--- src/rtl/ga_pkg.sv ---
// Constants and state encoding shared by the GA pipeline (population writer, reader, selection).
// Pure declarations: no latency, no flow control.
package ga_pkg;

  localparam int POP_BITS = 1875;
  localparam int IND_BITS = 75;
  localparam int NUM_IND  = 25;
  localparam int IDX_W    = 5;

  typedef enum logic [1:0] {
    IDLE = 2'd0,
    LOAD = 2'd1,
    SEND = 2'd2,
    DONE = 2'd3
  } state_t;

  typedef logic [POP_BITS-1:0] pop_t;
  typedef logic [IND_BITS-1:0] ind_t;

  function automatic ind_t top_ind(input pop_t p);
    return p[POP_BITS-1 -: IND_BITS];
  endfunction

endpackage

--- src/rtl/pop_reader_if.sv ---
// Population read bus: start/done request side plus the per-individual valid/ready stream.
// slave = the reader; master = whoever starts it and consumes the stream.
interface pop_reader_if;
  import ga_pkg::*;

  logic                start;
  logic [POP_BITS-1:0] population;
  logic [IND_BITS-1:0] ind_data;
  logic [IDX_W-1:0]    ind_index;
  logic                ind_valid;
  logic                ind_ready;
  logic                busy;
  logic                done;

  modport slave (
    input  start, population, ind_ready,
    output ind_data, ind_index, ind_valid, busy, done
  );

  modport master (
    output start, population, ind_ready,
    input  ind_data, ind_index, ind_valid, busy, done
  );

endinterface

--- src/rtl/pop_reader.sv ---
// Latches a packed population on start and streams it out MSB individual first; first valid 2 cycles after start.
// ind_data/ind_index hold while ind_ready is low; done pulses one cycle after the last accepted individual.
module pop_reader
  import ga_pkg::*;
(
  input  logic         clk,
  input  logic         rst,
  pop_reader_if.slave  bus
);

  if (POP_BITS != NUM_IND * IND_BITS || IDX_W != $clog2(NUM_IND)) begin : g_bad_params
    $error("pop_reader: inconsistent population parameters");
  end

  state_t              state, state_nxt;
  logic [POP_BITS-1:0] shadow, shadow_nxt;
  logic [IDX_W-1:0]    idx, idx_nxt;

  always_comb begin
    state_nxt  = state;
    shadow_nxt = shadow;
    idx_nxt    = idx;
    case (state)
      IDLE: begin
        if (bus.start) begin
          shadow_nxt = bus.population;
          idx_nxt    = '0;
          state_nxt  = LOAD;
        end
      end
      LOAD: state_nxt = SEND;
      SEND: begin
        if (bus.ind_ready) begin
          if (idx == IDX_W'(NUM_IND - 1)) begin
            state_nxt = DONE;
          end else begin
            // The next individual is always presented from the top slice of the shadow.
            shadow_nxt = shadow << IND_BITS;
            idx_nxt    = idx + IDX_W'(1);
          end
        end
      end
      DONE:    state_nxt = IDLE;
      default: state_nxt = IDLE;
    endcase
  end

  always_ff @(posedge clk) begin
    if (rst) begin
      state  <= IDLE;
      shadow <= '0;
      idx    <= '0;
    end else begin
      state  <= state_nxt;
      shadow <= shadow_nxt;
      idx    <= idx_nxt;
    end
  end

  assign bus.ind_data  = top_ind(shadow);
  assign bus.ind_index = idx;
  assign bus.ind_valid = (state == SEND);
  assign bus.busy      = (state == LOAD) || (state == SEND);
  assign bus.done      = (state == DONE);

endmodule

--- src/flat_wrapper.sv ---
// flat-port wrapper written by rule: the top's interface ports become plain ports
module pop_reader_flat import ga_pkg::*;
  (clk, rst, bus_start, bus_population, bus_ind_ready, bus_ind_data, bus_ind_index, bus_ind_valid, bus_busy, bus_done);
  pop_reader_if bus_i ();
  input  logic clk;
  input  logic rst;
  input wire logic [$bits(bus_i.start)-1:0] bus_start;
  input wire logic [$bits(bus_i.population)-1:0] bus_population;
  input wire logic [$bits(bus_i.ind_ready)-1:0] bus_ind_ready;
  output wire logic [$bits(bus_i.ind_data)-1:0] bus_ind_data;
  output wire logic [$bits(bus_i.ind_index)-1:0] bus_ind_index;
  output wire logic [$bits(bus_i.ind_valid)-1:0] bus_ind_valid;
  output wire logic [$bits(bus_i.busy)-1:0] bus_busy;
  output wire logic [$bits(bus_i.done)-1:0] bus_done;
  assign bus_i.start = bus_start;
  assign bus_i.population = bus_population;
  assign bus_i.ind_ready = bus_ind_ready;
  assign bus_ind_data = bus_i.ind_data;
  assign bus_ind_index = bus_i.ind_index;
  assign bus_ind_valid = bus_i.ind_valid;
  assign bus_busy = bus_i.busy;
  assign bus_done = bus_i.done;
  pop_reader u_core (.clk(clk), .rst(rst), .bus(bus_i));
endmodule
--- config.mk ---
export PLATFORM = sky130hd
export DESIGN_NAME = pop_reader_flat
export DESIGN_NICKNAME = d
export VERILOG_FILES = /design/src/rtl/ga_pkg.sv /design/src/rtl/pop_reader_if.sv /design/src/rtl/pop_reader.sv /design/src/flat_wrapper.sv
export SDC_FILE = /design/constraint.sdc
export NUM_CORES = 2
export LEC_CHECK = 0
export BUFFER_PORTS_ARGS = -buffer_cell sky130_fd_sc_hd__buf_2
export CAP_MARGIN = 20
export CORE_AREA = 5 5 752 754
export DETAILED_ROUTE_END_ITERATION = 7
export DIE_AREA = 0 0 757 759
export PLACE_DENSITY_LB_ADDON = 0.15
export SETUP_SLACK_MARGIN = 0.05
export SYNTH_ARGS = -nofsm -noshare
export SYNTH_HDL_FRONTEND = slang
export SYNTH_SLANG_ARGS = --single-unit
--- constraint.sdc ---
create_clock -name clk -period 6.6 [get_ports clk]
set_input_delay 0.66 -clock clk [delete_from_list [all_inputs] [get_ports clk]]
set_output_delay 0.66 -clock clk [all_outputs]
set_load 0.1 [all_outputs]
==> reports/summary.txt <==
Critical Path RT: 5940 ps
Skew final: 80.7 ps
Clock power share: 0.261
Clk_lat worst skew: 940 ps
Hpwl dp: 410000 um
Simple-gate share of the synthesized area: 0.148
Dpl cells: 18850
Ys Warns: 0
Hold WS: 125 ps
GP Congestion: 0.834
Period utilization: 0.600
Complex-gate fraction of the synthesized area: 0.00879
Pwr dens: 471 nW/um2
DR DRC count: 0
Distinct cells, synth: 31
Top_reg_cell synth: dfxtp_1
Reg power frac: 0.329
Fin crit period: 3960 ps
Gate power share: 0.410
Worst-path clk slew: 60 ps
Post-synthesis sequential area ratio: 0.394
Post-layout util: 0.220
Lkg Pwr: 53.2 nW
Post-layout total power: 0.0577 W
Non-Filler Instances: 19677
Site Rows: 275
Routed via count: 79265
#FFs+latches synth: 1882
CTS tree: yes
CP startpoint kind: flop
Clock Sinks: 1882
Initial Util: 0.171
Max-slew headroom: 0.230
Fraction of layout cells with a size suffix above 1: 0.358
Final Hold Vio Count: 0
Slowest CP cell: ha_4
First-pass GRT wire length: 687000 um
Core box area: 558000 um2
Vias in the first global route: 79406
Ports: 1962
Crit path kind: flop to output pin
Worst-path fanout max: 60
Pin count of the biggest net entering global routing: 215
Status: finished, final reports clean
Syn_nets: 12076
Area growth syn-to-layout: 28.3%
WL final: 519000 um
Post-CTS Resized: 0
FFs w/ async S/R, synth: 0
Total track usage: 0.172
Antenna violations before repair: 772
Iter 0 DRT Violations: 4429
Post-synth top cells: nand2_1 (3607), dfxtp_1 (1882), mux2i_1 (1803)
Setup TNS: 0 ps
Post-synth EDFFs: 0
Nets: 13687
CTS root buf: clkbuf_16
Die X: 757 um
RSZ-0062 raised after global routing: false
Peak VDD IR: 0.557 mV
Crit. End Element: output pin
# Max-Cap Violations: 0
Final setup vio count: 0
Int Power: 0.0349 W
Cell Chain, Critical Path: inv_1, ha_4, buf_12, buf_4, buf_2
Hold/Removal Path Class: primary input to flop
Die area: 575000 um2
Layout fillers: 62243
Total gr overflow: 0
Crit-path max cell delay: 590 ps
Top delay family on crit path: buffers and inverters
Post-route ant nets: 0
Port buffer count: 1961
Most common cell in the netlist: nand2_1
Max Clk Rate: 0.252 GHz
Final Max Slew Viols: 0
Cells after Synth: 10192
Buf/Inv on CP: 4
XOR/XNOR Fraction of Synth Area: 0
Adder-cell share of the synthesized area: 0.000654
Crit path DAT: 3300 ps
Psw: 0.0228 W
CTS max path bufs: 4
Multiplexer share of the synthesized area: 0.401
Die height: 759 um
CTS buffer count: 270
TritonRoute pass-1 iters: 6
Avg Cell Area, Syn: 9.38 um2
Cell Area, Synth: 95600 um2
Least-Margin Pin Slew: 1150 ps
Sw Share: 0.395
Via density: 4.03
Post-synth top area cell: dfxtp_1
Share of the synthesized area in the top cell type: 0.394
Postcts setup bufs: 0
Largest family of logic cells by synthesized area: multiplexers
H-Tree Depth: 5
Drt wl/cell: 26.4 um
Largest cells by area after synthesis: dfxtp_1 (39%), mux2_2 (21%), mux2i_1 (19%)
[layout by cell type (no fill, tap or decap), drive strengths merged, types with 4 or more instances in the layout]
cell         count
diode          192
buf           2091
bufinv           9
clkinvlp         7
mux2i         1803
inv             21
mux2          1800
nand3            4
a32o            76
dfxtp         1882
clkinv          33
nor2b           78
ha               5
clkbuf         411
dlygate4sd3    160
nand2         3607
[power groups by stage]
stage                     Clock (W)  Combinational, W  Sequential [W]
after detailed placement          0            0.0239          0.0194
after floorplan                   0            0.0191          0.0171
after global routing         0.0161            0.0254          0.0195
after global placement            0            0.0238          0.0194
final                        0.0151            0.0237          0.0190
after CTS                    0.0157            0.0241          0.0192
[final timing paths]
path / slack, ps / start / depth (start not counted) / to
min: 130 / bus_population[0] / 3 / u_core.shadow[0]
min reg2reg: 450 / u_core.shadow[1808] / 2 / u_core.shadow[1808]
max reg2reg: 2720 / u_core.state[0] / 8 / u_core.shadow[1295]
max: 2640 / u_core.state[0] / 5 / bus_ind_valid
[sequential cells by signal (all words and copies together) (netlist names)]
signal                cells
u_core.shadow          1875
u_core.state              2
u_core.bus.ind_index      5
[repair_timing]
action / CTS / global route
endpoints found under the hold margin: 160 / 0
setup endpoints to repair: 0 / 0
hold buffers: 160 / 0
[layout make-up]
class | instances | area [um2] | area share
diodes | 192 | 480 | 0.00392
clock buffers | 411 | 8050 | 0.0656
clock inverters | 64 | 870 | 0.00709
inverters | 6 | 30.0 | 0.000245
multi-input cells | 7392 | 53400 | 0.435
flip-flops and latches | 1882 | 37700 | 0.307
well taps | 7479 | 9360 | 0.0763
repair buffers | 2251 | 12900 | 0.105
[routing by layer]
| layer | routed length (um) | GRT usage | vias up | share of wire |
|---|---|---|---|---|
| li1 | - | - | 37666 | - |
| met1 | 209000 | 0.200 | 37081 | 0.40 |
| met2 | 247000 | 0.297 | 2723 | 0.48 |
| met3 | 45100 | 0.0668 | 1365 | 0.087 |
| met4 | 15100 | 0.0396 | 430 | 0.029 |
| met5 | 2740 | 0 | - | 0.0053 |
[per-stage QoR]
stage / cell area (um2) / setup slack (ps)
2_1_floorplan: 95600 / 3770
6_report: 123000 / 2640
4_1_cts: 122000 / 2370
3_3_place_gp: 112000 / 2590
5_1_grt: 122000 / 2370
3_5_place_dp: 112000 / 2570
[cell families (layout without fill, tap and decap cells)]
kind of cell	count (synthesis)	count (layout)
muxes	3603	3603
buffers and inverters	918	2732
adders and majority gates	5	5
DFF	1882	1882
other	0	192
and+or+nand+nor	3700	3700
AOI/OAI and AO/OA	84	84
[worst min-delay path, delay by kind of cell]
kind,cells,cell delay [ps]
AND/OR/NAND/NOR,1,130
AO/OA/AOI/OAI,1,120
buffers and inverters,1,80
No activity file was read; power rests on OpenSTA's default activity.
